File: config.mk
export PLATFORM = sky130hd
export DESIGN_NAME = scan_capture_flat
export DESIGN_NICKNAME = d
export VERILOG_FILES = /design/src/rtl/scan_capture_pkg.sv /design/src/rtl/scan_capture_if.sv /design/src/rtl/scan_capture_seg_a_hex.sv /design/src/rtl/scan_capture.sv /design/src/flat_wrapper.sv
export SDC_FILE = /design/constraint.sdc
export NUM_CORES = 1
export LEC_CHECK = 0
export BUFFER_PORTS_ARGS = -buffer_cell sky130_fd_sc_hd__buf_4
export CORE_ASPECT_RATIO = 0.5
export CORE_MARGIN = 2
export CORE_UTILIZATION = 53
export DETAILED_ROUTE_END_ITERATION = 10
export GPL_TIMING_DRIVEN = 0
export PLACE_DENSITY = 0.75
export SKIP_LAST_GASP = 1
export SYNTH_ARGS = -nofsm -noshare
export SYNTH_HDL_FRONTEND = slang
export SYNTH_SLANG_ARGS = --single-unit
File: constraint.sdc
create_clock -name i_Clk -period 2.1 [get_ports i_Clk]
set_input_delay 0.105 -clock i_Clk [delete_from_list [all_inputs] [get_ports i_Clk]]
set_output_delay 0.105 -clock i_Clk [all_outputs]
set_load 0.005 [all_outputs]
File: src/rtl/scan_capture_pkg.sv
// scan_capture_pkg: shared constants and types for the scan_capture block.
// Holds the 7-segment hex glyph table ({g,f,e,d,c,b,a}, active-high),
// the capture FSM state enum and the number of display digits.
package scan_capture_pkg;

  localparam int NUM_DIGITS = 4;

  localparam logic [6:0] SEG_GLYPH_0 = 7'h3F;
  localparam logic [6:0] SEG_GLYPH_1 = 7'h06;
  localparam logic [6:0] SEG_GLYPH_2 = 7'h5B;
  localparam logic [6:0] SEG_GLYPH_3 = 7'h4F;
  localparam logic [6:0] SEG_GLYPH_4 = 7'h66;
  localparam logic [6:0] SEG_GLYPH_5 = 7'h6D;
  localparam logic [6:0] SEG_GLYPH_6 = 7'h7D;
  localparam logic [6:0] SEG_GLYPH_7 = 7'h07;
  localparam logic [6:0] SEG_GLYPH_8 = 7'h7F;
  localparam logic [6:0] SEG_GLYPH_9 = 7'h6F;
  localparam logic [6:0] SEG_GLYPH_A = 7'h77;
  localparam logic [6:0] SEG_GLYPH_B = 7'h7C;
  localparam logic [6:0] SEG_GLYPH_C = 7'h39;
  localparam logic [6:0] SEG_GLYPH_D = 7'h5E;
  localparam logic [6:0] SEG_GLYPH_E = 7'h79;
  localparam logic [6:0] SEG_GLYPH_F = 7'h71;

  // Indexed by hex value: SEG_GLYPHS[n] is the pattern for nibble n.
  localparam logic [15:0][6:0] SEG_GLYPHS = {
    SEG_GLYPH_F, SEG_GLYPH_E, SEG_GLYPH_D, SEG_GLYPH_C,
    SEG_GLYPH_B, SEG_GLYPH_A, SEG_GLYPH_9, SEG_GLYPH_8,
    SEG_GLYPH_7, SEG_GLYPH_6, SEG_GLYPH_5, SEG_GLYPH_4,
    SEG_GLYPH_3, SEG_GLYPH_2, SEG_GLYPH_1, SEG_GLYPH_0
  };

  typedef enum logic {
    S_TRACK = 1'b0,
    S_HOLD  = 1'b1
  } state_t;

endpackage

File: src/rtl/scan_capture_if.sv
// scan_capture_if: display-scan input bus and captured-frame output bus.
// master: drives i_Anodos/i_Seg, observes o_Digitos/o_Valid/o_Err.
// slave : the capture block (consumes the scan, produces the frame).
interface scan_capture_if;
  logic [3:0]  i_Anodos;
  logic [6:0]  i_Seg;
  logic [15:0] o_Digitos;
  logic        o_Valid;
  logic        o_Err;

  modport master (
    output i_Anodos, i_Seg,
    input  o_Digitos, o_Valid, o_Err
  );

  modport slave (
    input  i_Anodos, i_Seg,
    output o_Digitos, o_Valid, o_Err
  );
endinterface

File: src/rtl/scan_capture_seg_a_hex.sv
// seg_a_hex: purely combinational 7-segment to hex nibble decoder.
// Ports: i_Seg[6:0] pattern {g,f,e,d,c,b,a}; o_Nibble[3:0] decoded value;
//        o_Match high when i_Seg is one of the 16 hex glyphs (else nibble 0).
module seg_a_hex
  import scan_capture_pkg::*;
(
  input  logic [6:0] i_Seg,
  output logic [3:0] o_Nibble,
  output logic       o_Match
);

  always_comb begin
    o_Nibble = 4'h0;
    o_Match  = 1'b0;
    // Glyphs are all distinct, so at most one entry can hit.
    for (int i = 0; i < 16; i++) begin
      if (i_Seg == SEG_GLYPHS[i]) begin
        o_Nibble = 4'(i);
        o_Match  = 1'b1;
      end
    end
  end

endmodule

File: src/rtl/scan_capture.sv
// scan_capture: samples a multiplexed 4-digit 7-segment scan and rebuilds the
// displayed hex value. Ports: i_Clk, i_Reset (async, active-low), bus (slave
// modport: i_Anodos, i_Seg in; o_Digitos, o_Valid, o_Err out). Optional
// feature macro SCAN_CAPTURE_ERRCNT_EN adds o_ErrCnt, a saturating error count.
module scan_capture
  import scan_capture_pkg::*;
#(
  parameter int STABLE_CYCLES = 4
) (
  input  logic             i_Clk,
  input  logic             i_Reset,
  scan_capture_if.slave    bus
`ifdef SCAN_CAPTURE_ERRCNT_EN
  ,
  output logic [7:0]       o_ErrCnt
`endif
);

  // Evaluation fires on the same cycle the counter steps to STABLE_CYCLES-1,
  // i.e. on the STABLE_CYCLES-th identical sample.
  localparam logic [3:0] LP_EVAL_CNT = 4'(STABLE_CYCLES - 2);

  logic [3:0]  r_AnSync1, r_AnSync2, r_AnPrev;
  logic [6:0]  r_SegSync1, r_SegSync2, r_SegPrev;
  logic [3:0]  r_Cnt;
  state_t      r_State;
  logic        r_Err;
  logic [15:0] r_Slots;
  logic [3:0]  r_Done;
  logic [15:0] r_Digitos;
  logic        r_Valid;

  logic        w_Same, w_Eval, w_OneHot, w_Multi, w_Capture, w_ErrNow;
  logic [3:0]  w_Nibble;
  logic        w_Match;
  logic [1:0]  w_Idx;
  logic [3:0]  w_DoneBase;

  seg_a_hex u_seg_a_hex (
    .i_Seg    (r_SegSync2),
    .o_Nibble (w_Nibble),
    .o_Match  (w_Match)
  );

  always_ff @(posedge i_Clk or negedge i_Reset) begin
    if (!i_Reset) begin
      r_AnSync1  <= '0;
      r_AnSync2  <= '0;
      r_SegSync1 <= '0;
      r_SegSync2 <= '0;
    end else begin
      r_AnSync1  <= bus.i_Anodos;
      r_AnSync2  <= r_AnSync1;
      r_SegSync1 <= bus.i_Seg;
      r_SegSync2 <= r_SegSync1;
    end
  end

  assign w_Same    = (r_AnSync2 == r_AnPrev) && (r_SegSync2 == r_SegPrev);
  assign w_Eval    = (r_State == S_TRACK) && w_Same && (r_Cnt == LP_EVAL_CNT);
  assign w_OneHot  = (r_AnSync2 != 4'h0) && ((r_AnSync2 & (r_AnSync2 - 4'h1)) == 4'h0);
  assign w_Multi   = (r_AnSync2 != 4'h0) && !w_OneHot;
  assign w_Capture = w_Eval && w_OneHot && w_Match;
  assign w_ErrNow  = w_Eval && (w_Multi || (w_OneHot && !w_Match));

  always_comb begin
    w_Idx = 2'd0;
    for (int i = 0; i < NUM_DIGITS; i++) begin
      if (r_AnSync2[i]) w_Idx = 2'(i);
    end
  end

  always_ff @(posedge i_Clk or negedge i_Reset) begin
    if (!i_Reset) begin
      r_State   <= S_TRACK;
      r_Cnt     <= '0;
      r_AnPrev  <= '0;
      r_SegPrev <= '0;
      r_Err     <= 1'b0;
    end else begin
      r_AnPrev  <= r_AnSync2;
      r_SegPrev <= r_SegSync2;
      r_Err     <= w_ErrNow;
      case (r_State)
        S_TRACK: begin
          if (!w_Same) begin
            r_Cnt <= '0;
          end else begin
            if (r_Cnt != 4'hF) r_Cnt <= r_Cnt + 4'h1;
            if (w_Eval) r_State <= S_HOLD;
          end
        end
        S_HOLD: begin
          if (!w_Same) begin
            r_Cnt   <= '0;
            r_State <= S_TRACK;
          end
        end
        default: begin
          r_Cnt   <= '0;
          r_State <= S_TRACK;
        end
      endcase
    end
  end

  // A full flag set clears this cycle; a coincident capture lands in the
  // next frame's flags.
  assign w_DoneBase = (r_Done == 4'hF) ? 4'h0 : r_Done;

  always_ff @(posedge i_Clk or negedge i_Reset) begin
    if (!i_Reset) begin
      r_Slots   <= '0;
      r_Done    <= '0;
      r_Digitos <= '0;
      r_Valid   <= 1'b0;
    end else begin
      r_Valid <= (r_Done == 4'hF);
      if (r_Done == 4'hF) r_Digitos <= r_Slots;
      if (w_Capture) begin
        r_Slots[{w_Idx, 2'b00} +: 4] <= w_Nibble;
        r_Done <= w_DoneBase | r_AnSync2;
      end else begin
        r_Done <= w_DoneBase;
      end
    end
  end

`ifdef SCAN_CAPTURE_ERRCNT_EN
  logic [7:0] r_ErrCnt;

  always_ff @(posedge i_Clk or negedge i_Reset) begin
    if (!i_Reset) begin
      r_ErrCnt <= '0;
    end else if (w_ErrNow && (r_ErrCnt != 8'hFF)) begin
      r_ErrCnt <= r_ErrCnt + 8'h1;
    end
  end

  assign o_ErrCnt = r_ErrCnt;
`endif

  assign bus.o_Digitos = r_Digitos;
  assign bus.o_Valid   = r_Valid;
  assign bus.o_Err     = r_Err;

endmodule

File: src/flat_wrapper.sv
// flat-port wrapper written by rule: the top's interface ports become plain ports
module scan_capture_flat import scan_capture_pkg::*;
#(
  parameter int STABLE_CYCLES = 4
)
  (i_Clk, i_Reset, bus_i_Anodos, bus_i_Seg, bus_o_Digitos, bus_o_Valid, bus_o_Err);
  scan_capture_if bus_i ();
  input  logic i_Clk;
  input  logic i_Reset;
  input wire logic [$bits(bus_i.i_Anodos)-1:0] bus_i_Anodos;
  input wire logic [$bits(bus_i.i_Seg)-1:0] bus_i_Seg;
  output wire logic [$bits(bus_i.o_Digitos)-1:0] bus_o_Digitos;
  output wire logic [$bits(bus_i.o_Valid)-1:0] bus_o_Valid;
  output wire logic [$bits(bus_i.o_Err)-1:0] bus_o_Err;
  assign bus_i.i_Anodos = bus_i_Anodos;
  assign bus_i.i_Seg = bus_i_Seg;
  assign bus_o_Digitos = bus_i.o_Digitos;
  assign bus_o_Valid = bus_i.o_Valid;
  assign bus_o_Err = bus_i.o_Err;
  scan_capture #(.STABLE_CYCLES(STABLE_CYCLES)) u_core (.i_Clk(i_Clk), .i_Reset(i_Reset), .bus(bus_i));
endmodule
==> results of run 1 <==
-- repair_timing --
item	4_1_cts	5_1_grt
gates resized for setup	4	29
pin swaps	3	7
buffers inserted	7	10
setup endpoints to repair	17	20
hold buffers	12	0
cloned	0	0
endpoints found under the hold margin	87	0
-- kinds of logic after synthesis --
logic type	after synthesis	synth area share [%]
compound gates	48	11.6
xor+xnor	16	4.13
fa+ha+maj	8	2.88
buf+inv	34	4.02
flops	76	56.1
mux	17	5.61
simple gates	102	15.7
-- where the power goes --
group | internal (W) | switching, W | total (W)
clock network | 0.00122 | 0.000576 | 0.00180
logic | 0.0000986 | 0.000128 | 0.000227
registers | 0.00150 | 0.0000293 | 0.00153
-- cell type report --
| type | instances | area (um^2) |
|---|---|---|
| Buffer | 11 | 68.8 |
| Clock buffer | 12 | 256 |
| Clock inverter | 4 | 95.1 |
| Fill cell | 405 | 1700 |
| Inverter | 23 | 86.3 |
| Multi-Input combinational cell | 191 | 1420 |
| Sequential cell | 76 | 1910 |
| Tap cell | 88 | 110 |
| Timing Repair Buffer | 59 | 480 |
-- metrics by stage --
stage / total power [W] / hold WS (ns)
after floorplan: 0.00166 / -0.191
after global placement: 0.00172 / 0.215
after detailed placement: 0.00173 / 0.216
after CTS: 0.00355 / 0.342
after global routing: 0.00366 / 0.347
final: 0.00355 / 0.340
-- layer usage --
metal | wire, um | GRT usage, % | share of wire, % | up-vias
li1 | - | - | - | 1161
met1 | 3240 | 27.2 | 47 | 1204
met2 | 3260 | 32.1 | 47 | 71
met3 | 343 | 5.79 | 4.9 | 15
met4 | 121 | 8.07 | 1.7 | 0
met5 | 0 | 0 | 0 | -
-- Yosys cell counts, drive strengths merged (2+ instances only) --
| master | n | area share [%] |
|---|---|---|
| xor2 | 4 | 1.0 |
| o21ai | 19 | 2.8 |
| buf | 7 | 1.0 |
| inv | 22 | 2.4 |
| dfrtp | 76 | 56 |
| a2bb2oi | 2 | 0.52 |
| clkbuf | 4 | 0.44 |
| and3b | 2 | 0.52 |
| mux2 | 4 | 1.8 |
| nor4bb | 2 | 0.59 |
| a211oi | 4 | 2.4 |
| xnor2 | 12 | 3.1 |
| and3 | 8 | 1.5 |
| a31oi | 2 | 0.81 |
| nor3 | 2 | 0.30 |
| nand3 | 4 | 0.59 |
| nand2 | 55 | 6.1 |
| nor2 | 10 | 1.1 |
| a21oi | 6 | 0.89 |
| or3 | 2 | 0.37 |
| ha | 7 | 2.6 |
| nand4 | 5 | 1.4 |
| mux2i | 13 | 3.8 |
| o211ai | 2 | 0.44 |
-- critical path, delay by kind of cell, from the launching register on --
family / cells / cell delay, ns
and+or+nand+nor: 2 / 0.63
buffers and inverters: 2 / 0.24
DFF: 1 / 0.39
adders and majority gates: 1 / 0.15
muxes: 1 / 0.33
AOI/OAI and AO/OA: 2 / 0.48
-- final timing paths --
check,cells past startpoint,end,slack (ns),from
worst max-delay path,8,u_core.r_Slots[1],-0.23,u_core.r_Cnt[0]
worst max register to register,8,u_core.r_Slots[1],-0.23,u_core.r_Cnt[0]
worst min register to register,0,u_core.r_SegSync2[1],0.34,u_core.r_SegSync1[1]
max in group asynchronous,2,u_core.r_SegSync2[3],1.00,i_Reset
min in group asynchronous,2,u_core.r_SegSync1[2],0.46,i_Reset
worst min-delay path,0,u_core.r_SegSync2[1],0.34,u_core.r_SegSync1[1]
-- state kept, by name (all words and copies together) (netlist names), 4 cells and up --
name and cells:
u_core.r_Done 4, u_core.r_AnSync2 4, u_core.r_SegSync2 7, u_core.r_Cnt 4, u_core.bus.o_Digitos 16, u_core.r_SegSync1 7
u_core.r_AnPrev 4, u_core.r_SegPrev 7, u_core.r_Slots 16, u_core.r_AnSync1 4
==> results.json, run 1 <==
{
  "outcome": "complete, but fails checks",
  "violations": "negative setup slack",
  "avgSynthCellArea_um2": 11.3,
  "core-area_um2": 6130,
  "fin_ws_ns": -0.231,
  "post_dp_cell_area_um2": 3720,
  "max_stage_delay_ns": 0.49,
  "place_ws_ns": -0.261,
  "clock_sinks": 76,
  "synth.ff_latch_count": 76,
  "instances_no_fill": 464,
  "p_per_area_nw_per_um2": 803,
  "postSynth.asyncResetShare_pct": 100,
  "final_core_util_pct": 72.2,
  "io_pins": 31,
  "portBuffers": 30,
  "syn_inst": 301,
  "place_congestion": 0.858,
  "critPathCaptureType": "flop",
  "slowest_stage": "or4b_4",
  "synth_cell_types": 54,
  "cp.arrival_ns": 2.54,
  "finalSetupViolCount": 17,
  "path_cells": "inv_1 > ha_1 > or4b_4 > a31oi_4 > nand4_4 > buf_4 > a211oi_4 > mux2_4",
  "overflow": 0,
  "clk_latency_ns": 0.33,
  "place_inst": 419,
  "cts_root_buf": "clkbuf_16",
  "area_growth_pct": 30.6,
  "fin_skew_ns": 0.00837,
  "vias": 2451,
  "ys_warn_count": 0,
  "h-tree-depth": 3,
  "synth_edf_count": 0,
  "cap_violations": 0,
  "final_common_cell": "dfrtp_1",
  "cts.path.max_buffers": 2,
  "die_h_um": 60.6,
  "num_rows": 20,
  "timing_hold_violations_final": 0,
  "antenna_found_initial": 0,
  "via_per_inst": 5.28,
  "grt_usage_pct": 20.3,
  "crit_fanout": 3,
  "wl_mm": 6.97,
  "tns_ns": -2.47,
  "period_minus_slack_ns": 2.33,
  "drive_gt1_share_pct": 27.4,
  "slew_headroom_pct": 39.1,
  "design_area_um2": 4430,
  "clk_pin_slew_ns": 0.06,
  "dpl.hpwl_mm": 4.22,
  "dieArea_um2": 7090,
  "ir_drop_mv": 0.446,
  "crit_type": "reg2reg",
  "grt_pass1_vias": 2193,
  "diodes": 0,
  "wire_per_inst_um": 15.0,
  "initial_core_util_pct": 55.3,
  "syn_nets": 321,
  "die_w_um": 117,
  "tightest_slew_ns": 0.913,
  "yosysSeqAreaShare_pct": 56.1,
  "tritoncts": "yes",
  "cts_inserted_buffers": 9,
  "rsz0062_at_grt": "true",
  "drc": 0,
  "ant_nets": 0,
  "nets": 391,
  "grt_pass1_wl_mm": 10.6,
  "mostFrequentLayoutCells": "dfrtp_1 (71), nand2_1 (54), buf_4 (45)",
  "ys.flop_type": "dfrtp_1",
  "syn_area_um2": 3390,
  "power_leakage_nw": 2.02,
  "crit_required_ns": 2.31,
  "first_pass_iters": 5,
  "worstSetupStartpointType": "flop",
  "fmaxAchievable_mhz": 429,
  "final_max_slew_viol_count": 0,
  "hp-class": "reg2reg",
  "drt_iter0_markers": 205,
  "grt_max_degree": 77,
  "fin_crit_sh_pct": 111
}
Power figures use the tool's default switching activity.
==> run 2: changes to the inputs <==
- CAP_MARGIN: unset -> 20
- CORE_UTILIZATION: 53 -> 35
- PLACE_DENSITY: 0.75 -> unset
- clock period: 2.1 -> 2.42 ns (I/O delays scaled with it)
==> results.json, run 2 (synthesis gave the netlist of run 1 again) <==
{
  "outcome": "complete, no violations",
  "h-tree-depth": 3,
  "r2r_start": "u_core.r_Cnt[0]",
  "slowest_stage": "or4b_4",
  "clock_sinks": 76,
  "fin_crit_sh_pct": 96.1,
  "antenna_found_initial": 0,
  "period_minus_slack_ns": 2.33,
  "worstHoldStart": "u_core.r_AnSync1[1]",
  "area_growth_pct": 26.0,
  "clk_pin_slew_ns": 0.06,
  "timing_hold_violations_final": 0,
  "instances_no_fill": 500,
  "drt_iter0_markers": 141,
  "cp.arrival_ns": 2.58,
  "max_stage_delay_ns": 0.48,
  "first_pass_iters": 4,
  "fmaxAchievable_mhz": 430,
  "die_h_um": 73.6,
  "grt_usage_pct": 14.2,
  "p_per_area_nw_per_um2": 677,
  "drive_gt1_share_pct": 20.3,
  "power_leakage_nw": 1.93,
  "crit_fanout": 4,
  "grt_pass1_vias": 2386,
  "portBuffers": 30,
  "nets": 380,
  "mostFrequentLayoutCells": "dfrtp_1 (76), nand2_1 (55), buf_4 (36)",
  "ctsResizeCount": 0,
  "hold_depth": 0,
  "critPathCaptureType": "flop",
  "diodes": 0,
  "clk_latency_ns": 0.33,
  "via_per_inst": 4.64,
  "finalPower_w": 0.00289,
  "slew_headroom_pct": 38.1,
  "whs_endpoint": "u_core.r_AnSync2[1]",
  "final_common_cell": "dfrtp_1",
  "design_area_um2": 4270,
  "post_dp_cell_area_um2": 3780,
  "reg2reg_slack_ns": 0.09,
  "grt_max_degree": 77,
  "io_pins": 31,
  "crit_type": "reg2reg",
  "tightest_slew_ns": 0.928,
  "place_inst": 466,
  "tritoncts": "yes",
  "num_rows": 25,
  "ant_nets": 0,
  "cts.path.max_buffers": 2,
  "die_w_um": 143,
  "path_cells": "inv_1 > ha_1 > or4b_4 > a31oi_4 > nand4_4 > a211oi_4 > buf_4 > mux2i_1",
  "overflow": 0,
  "ff2ff_path_depth": 8,
  "hp-class": "reg2reg",
  "drc": 0,
  "dieArea_um2": 10500,
  "wl_mm": 6.65,
  "r2r-end": "u_core.r_Slots[7]",
  "cts_root_buf": "clkbuf_16",
  "finalSetupViolCount": 0,
  "place_congestion": 0.853,
  "rsz0062_at_grt": "true",
  "cap_violations": 0,
  "cts_inserted_buffers": 9,
  "initial_core_util_pct": 36.0,
  "ir_drop_mv": 0.326,
  "vias": 2318,
  "worstSetupStartpointType": "flop",
  "core-area_um2": 9420,
  "crit_required_ns": 2.67,
  "wire_per_inst_um": 13.3,
  "final_max_slew_viol_count": 0,
  "dpl.hpwl_mm": 4.78,
  "fin_skew_ns": 0.00753,
  "grt_pass1_wl_mm": 11.3
}
run 2: changes by cell type in the layout (fill, tap and decap cells not counted), moves of 4 or more:
cell | before | now
buf_2 | 3 | 7
buf_4 | 45 | 36
buf_6 | 4 | 0
dfrtp_1 | 71 | 76
dfrtp_2 | 5 | 0
run 2: cell type report:
type / count / area [um^2]
fill: 864 / 5140
sequential: 76 / 1900
multi-input combinational: 191 / 1350
timing repair buffer: 48 / 390
clock buffer: 13 / 280
tap: 135 / 169
inverter: 23 / 86.3
buffer: 11 / 50.0
clock inverter: 3 / 42.5
run 2: worst max-delay path, delay by kind of cell, from the launching register on:
kind / cells / cell delay, ns
AND/OR/NAND/NOR: 2 / 0.68
buffers and inverters: 2 / 0.27
multiplexers: 1 / 0.21
adder cells (fa/ha/maj): 1 / 0.13
flip-flops: 1 / 0.42
AO/OA/AOI/OAI: 2 / 0.54
run 2: how the worst max path moves through the flow:
stage / from / end / depth (start not counted)
4_1_cts: u_core.r_Cnt[0] / u_core.r_Slots[1] / 7
6_report: u_core.r_Cnt[0] / u_core.r_Slots[7] / 8
3_3_place_gp: u_core.r_Cnt[0] / u_core.r_Slots[1] / 7
2_1_floorplan: u_core.r_Cnt[0] / u_core.r_Slots[13] / 7
5_1_grt: u_core.r_Cnt[0] / u_core.r_Slots[7] / 8
3_5_place_dp: u_core.r_Cnt[0] / u_core.r_Slots[1] / 7
run 2: layer usage:
layer | GRT usage [%] | wire, um
met1 | 17.9 | 3200
met2 | 22.3 | 3060
met3 | 4.63 | 269
met4 | 6.93 | 121
met5 | 0 | 0
run 2: report_power, final:
group | switching, W | total, W | internal [W]
registers | 0.0000219 | 0.00132 | 0.00130
clock network | 0.000483 | 0.00139 | 0.000908
logic | 0.000103 | 0.000177 | 0.0000739
total | 0.000609 | 0.00289 | 0.00228
run 2: stage by stage:
step | worst slack (ns) | hold slack (ns) | utilization [%] | setup TNS, ns
final | 0.0933 | 0.346 | 45.4 | 0
after global routing | -0.0218 | 0.360 | 45.4 | -0.0330
after CTS | 0.00208 | 0.347 | 44.9 | 0
after detailed placement | 0.00277 | 0.232 | 40.2 | 0
after global placement | 0.0544 | 0.230 | 40.2 | 0
after floorplan | 0.193 | -0.175 | - | 0
run 2: repair_timing:
item                       in CTS  in global routing
setup endpoints to repair       0                  5
hold buffers                   12                  0
hold endpoints to repair       87                  0
setup buffers                   0                  6
